`src/rtl/regfile_dump.sv`:
```
`default_nettype none
// ============================================================================
//  Module      : regfile_dump
//  Description : Register-file dump engine. On start, walks every register
//                two at a time through the regfile's two read ports, streams
//                each value with its index over valid/ready, and keeps a
//                wrapping 32-bit checksum of all accepted values.
//  Revision    : 1.0 - initial release
// ============================================================================
module regfile_dump #(
  parameter  int DATA_WIDTH = 32,
  parameter  int REG_NUM    = 32,
  localparam int AW         = (REG_NUM > 1) ? $clog2(REG_NUM) : 1
) (
  input  logic                  clk,
  input  logic                  rst,
  input  logic                  start,
  input  logic                  abort,
  output logic [AW-1:0]         rf_rs1,
  output logic [AW-1:0]         rf_rs2,
  input  logic [DATA_WIDTH-1:0] rf_out1,
  input  logic [DATA_WIDTH-1:0] rf_out2,
  output logic [DATA_WIDTH-1:0] dout,
  output logic [AW-1:0]         dout_idx,
  output logic                  dout_valid,
  input  logic                  dout_ready,
  output logic                  busy,
  output logic                  done,
  output logic [31:0]           checksum
);

  // Pointer carries one extra bit so ptr+2 past the last register is representable.
  localparam int PW = AW + 1;

  localparam logic [2:0] ST_IDLE  = 3'd0;
  localparam logic [2:0] ST_READ  = 3'd1;
  localparam logic [2:0] ST_SEND0 = 3'd2;
  localparam logic [2:0] ST_SEND1 = 3'd3;
  localparam logic [2:0] ST_FIN   = 3'd4;

  localparam logic [PW-1:0] C_LAST  = PW'(REG_NUM - 1);
  localparam logic [PW-1:0] C_COUNT = PW'(REG_NUM);

  logic [2:0]            state;
  logic [PW-1:0]         ptr;
  logic [DATA_WIDTH-1:0] buf0;
  logic [DATA_WIDTH-1:0] buf1;

  logic [PW-1:0]         ptr_inc1;
  logic [PW-1:0]         ptr_inc2;
  logic [31:0]           buf0_32;
  logic [31:0]           buf1_32;

  assign ptr_inc1 = ptr + PW'(1);
  assign ptr_inc2 = ptr + PW'(2);

  // Checksum operands: register values zero-extended or truncated to 32 bits.
  generate
    if (DATA_WIDTH >= 32) begin : g_sum_trunc
      assign buf0_32 = buf0[31:0];
      assign buf1_32 = buf1[31:0];
    end else begin : g_sum_zext
      assign buf0_32 = {{(32 - DATA_WIDTH){1'b0}}, buf0};
      assign buf1_32 = {{(32 - DATA_WIDTH){1'b0}}, buf1};
    end
  endgenerate

  // Read addresses are only presented during READ; a lone tail register reads itself twice.
  always_comb begin
    rf_rs1 = '0;
    rf_rs2 = '0;
    if (state == ST_READ) begin
      rf_rs1 = ptr[AW-1:0];
      rf_rs2 = (ptr_inc1 == C_COUNT) ? ptr[AW-1:0] : ptr_inc1[AW-1:0];
    end
  end

  // Stream outputs are decoded from the state so they hold steady while stalled.
  always_comb begin
    dout       = '0;
    dout_idx   = '0;
    dout_valid = 1'b0;
    case (state)
      ST_SEND0: begin
        dout       = buf0;
        dout_idx   = ptr[AW-1:0];
        dout_valid = 1'b1;
      end
      ST_SEND1: begin
        dout       = buf1;
        dout_idx   = ptr_inc1[AW-1:0];
        dout_valid = 1'b1;
      end
      default: begin
        dout       = '0;
        dout_idx   = '0;
        dout_valid = 1'b0;
      end
    endcase
  end

  assign busy = (state != ST_IDLE);
  assign done = (state == ST_FIN);

  // Walk sequencer: abort pre-empts everything (including a same-cycle accept).
  always_ff @(posedge clk or posedge rst) begin
    if (rst) begin
      state    <= ST_IDLE;
      ptr      <= '0;
      buf0     <= '0;
      buf1     <= '0;
      checksum <= '0;
    end else if (abort && (state != ST_IDLE)) begin
      state <= ST_IDLE;
    end else begin
      case (state)
        ST_IDLE: begin
          if (start && !abort) begin
            ptr      <= '0;
            checksum <= '0;
            state    <= ST_READ;
          end
        end
        ST_READ: begin
          buf0  <= rf_out1;
          buf1  <= rf_out2;
          state <= ST_SEND0;
        end
        ST_SEND0: begin
          if (dout_ready) begin
            checksum <= checksum + buf0_32;
            state    <= (ptr == C_LAST) ? ST_FIN : ST_SEND1;
          end
        end
        ST_SEND1: begin
          if (dout_ready) begin
            checksum <= checksum + buf1_32;
            ptr      <= ptr_inc2;
            state    <= (ptr_inc2 >= C_COUNT) ? ST_FIN : ST_READ;
          end
        end
        ST_FIN: begin
          state <= ST_IDLE;
        end
        default: begin
          state <= ST_IDLE;
        end
      endcase
    end
  end

endmodule
`default_nettype wire

```
`config.mk`:
```
export PLATFORM = sky130hd
export DESIGN_NAME = regfile_dump
export DESIGN_NICKNAME = d
export VERILOG_FILES = /design/src/rtl/regfile_dump.sv
export SDC_FILE = /design/constraint.sdc
export NUM_CORES = 1
export LEC_CHECK = 0
export BUFFER_PORTS_ARGS = -buffer_cell sky130_fd_sc_hd__buf_2
export CAP_MARGIN = 10
export CORE_MARGIN = 3
export CORE_UTILIZATION = 57
export CTS_BUF_LIST = sky130_fd_sc_hd__clkbuf_8
export DETAILED_ROUTE_END_ITERATION = 8
export HOLD_SLACK_MARGIN = 0.02
export PLACE_DENSITY = 0.95
export SLEW_MARGIN = 20
export SYNTH_ARGS = -nofsm -noshare
export SYNTH_HDL_FRONTEND = slang
export SYNTH_SLANG_ARGS = --single-unit
```
`constraint.sdc`:
```
create_clock -name clk -period 5.1 [get_ports clk]
set_input_delay 0.255 -clock clk [delete_from_list [all_inputs] [get_ports clk]]
set_output_delay 0.255 -clock clk [all_outputs]
set_load 0.01 [all_outputs]
```
==> impl_metrics.tcl <==
set metrics [dict create \
    hold_path_class "input pin to flop" \
    cp_cell_sequence "nand2b_2 -> clkinv_2 -> nand2_2 -> inv_2 -> mux2_2 -> ha_1 -> o211ai_1 -> o211ai_1 -> a2111o_1 -> and2_4 -> a41oi_4 -> o21ai_1 -> a221o_1" \
    rsz0062_at_grt "false" \
    vias 5698 \
    critPathRequiredTime_ns 5.37 \
    path_class "flop to flop" \
    row_count 39 \
    syn-num-nets 763 \
    ir_drop_uv 423.7 \
    overflow 0 \
    wire_per_inst_um 18.18 \
    drt_first_iter_violations 493 \
    skew_ns 0.01013 \
    cap_violations 0 \
    route.detailed.drc 0 \
    drive_gt1_share_pct 35.03 \
    yosysTopAreaCell "dfrtp_1" \
    clk_pin_slew_ns 0.10 \
    setup-tns-final_ns 0 \
    start_kind "flop" \
    dp_hpwl_mm 12.31 \
    syn_to_final_growth_pct 15.03 \
    clockBufferDepth 2 \
    power_per_cell_area_nw_per_um2 633.5 \
    critPathSlowestCell "inv_2" \
    post-route-period-util_pct 81.72 \
    ys_warn_count 0 \
    start_util_pct 58.58 \
    core_region_area_um2 11470 \
    slew_headroom_pct 26.53 \
    final_nets 892 \
    design.die.area_um2 13120 \
    async_flop_share_pct 100.0 \
    yosys-top-cells-count "104 x dfrtp_1, 95 x mux2_2, 56 x nor2_1" \
    die_h_um 114.6 \
    cts_tree "yes" \
    synth_edf_count 0 \
    endpoint_kind "flop" \
    numClockSinks 104 \
    worst_path_most_repeated_cell "o211ai_1" \
    io_pins 151 \
    avgSynthCellArea_um2 10.27 \
    finalSetupViolCount 0 \
    hold_violations 0 \
    worstHoldStart "rf_out2[5]" \
    io_buffers 149 \
    design_area_um2 7727 \
    netlist_area_um2 6718 \
    status "finished clean" \
    yosys_register_bits 104 \
    worst-path-max-fanout 29 \
    worst_pin_slew_ns 1.098 \
    antenna_found_initial 1 \
    cp_slowest_stage_delay_ns 0.55 \
    grt_pass1_vias 5566 \
    antenna_cells 0 \
    yosys.cell_types.count 62 \
    dr.pass1.iters 5 \
    vias_per_cell 6.120 \
    period_needed_ns 4.168 \
    grt_pass1_wl_mm 27.38 \
    crit_buf_inv 2 \
    die_x_um 114.6 \
    insertion_delay_ns 0.38 \
    synth_top_area_share_pct 38.74 \
    cts-root-buf "clkbuf_8" \
    grt_max_degree 65 \
    place_area_um2 7526 \
    crit_arrival_ns 4.44 \
    placed_cells 914 \
    yosysMostFrequentCell "dfrtp_1" \
    ys.flop_type "dfrtp_1" \
    p_leak_nw 3.819 \
    gr-usage-all-layers_pct 25.98 \
    globalplace.congestion 0.9676 \
    ant_nets 0 \
    fmax_ghz 0.2399 \
    ys_seq_area_share_pct 38.74 \
    cts_buffers 9 \
    h-tree-depth 3 \
    syn_inst 654 \
    maxSlewViolCount 0 \
    crit_family "compound AO/OA/AOI/OAI gates" \
    timing.rr.start "state[2]$_DFFE_PP0P_" \
    routed_wl_mm 16.93 \
    fin_cells 931 \
    netlist_top_cells_area "dfrtp_1 39%, mux2_2 16%, ha_1 7.3%" \
    cp-startpoint "state[2]$_DFFE_PP0P_" \
    cts_setup_buffers 0 \
]
sequential cells by signal, indices dropped and copies added, names as in the netlist:
signal	count
checksum	32
buf0	32
ptr	5
state	3
buf1	32
timing repair:
action / 4_1_cts / 5_1_grt
hold endpoints to repair: 52 / 0
setup endpoints to repair: 0 / 0
hold buffers: 1 / 0
resized for setup: 0 / 0
cells by family (layout without fill, tap and decap cells):
kind of cell,Yosys count,in the layout,share of synthesized area [%]
other cells,1,1,0.05582
compound gates,144,144,15.24
fa+ha+maj,40,40,7.562
buf+inv,52,186,3.408
simple gates,160,160,10.88
mux,129,129,20.99
xor+xnor,24,24,3.129
flops,104,104,38.74
metal layers:
metal	vias to the layer above	global-route usage (%)	part of all wire (%)	wire, µm
li1	2639	-	-	-
met1	2759	34.86	43	7276
met2	251	40.28	46	7819
met3	47	6.237	7.7	1306
met4	2	11.01	3.0	513
met5	-	0	0.077	13
report_power, final:
group	leakage, nW	internal, mW	switching (mW)
sequential	1.30	1.19	0.315
combinational	2.41	1.29	1.59
clock	0.105	0.219	0.291
layout make-up:
class / instances / area, µm²
fillers: 896 / 3740
multi-input cells: 498 / 3896
clock inverters: 4 / 26.28
repair buffers: 156 / 800.8
inverters: 14 / 56.30
flip-flops and latches: 104 / 2604
clock buffers: 12 / 165.2
well taps: 143 / 178.9
worst paths after layout:
| kind | to | slack, ns | depth (start not counted) |
|---|---|---|---|
| hold reg to reg | ptr[5]$_DFFE_PP0P_ | 0.51 | 1 |
| max in group asynchronous | checksum[20]$_DFFE_PP0P_ | 3.49 | 4 |
| min in group asynchronous | checksum[1]$_DFFE_PP0P_ | 0.52 | 3 |
| setup / recovery | checksum[29]$_DFFE_PP0P_ | 0.93 | 13 |
| hold / removal | buf1[5]$_DFFE_PP0P_ | 0.1 | 2 |
| setup reg to reg | checksum[29]$_DFFE_PP0P_ | 0.93 | 13 |
stage by stage:
stage               hold slack, ns  total power, mW  worst slack [ns]  util (%)
floorplan                   0.3253            3.568             1.253         -
global placement            0.3995            4.229             1.138     65.63
detailed placement          0.3983            4.333            0.9822     65.63
CTS                        0.08187            4.871            0.9568     67.39
global route               0.08835            5.258            0.6942     67.39
finish                     0.09696            4.896            0.9323     67.39
cells in the final DEF, fill, tap and decap left out, types with 14 or more instances in the layout:
cell	netlist	routed
a21o_1	15	15
a21oi_1	36	36
a22o_1	22	22
nand3_1	14	14
and2_1	14	14
nand2_1	43	43
mux2_2	95	95
buf_2	14	149
nor2_1	56	56
ha_1	39	39
o21ai_0	18	18
dfrtp_1	104	103
xnor2_1	17	17
mux2i_1	34	34
Power figures use the tool's default switching activity.
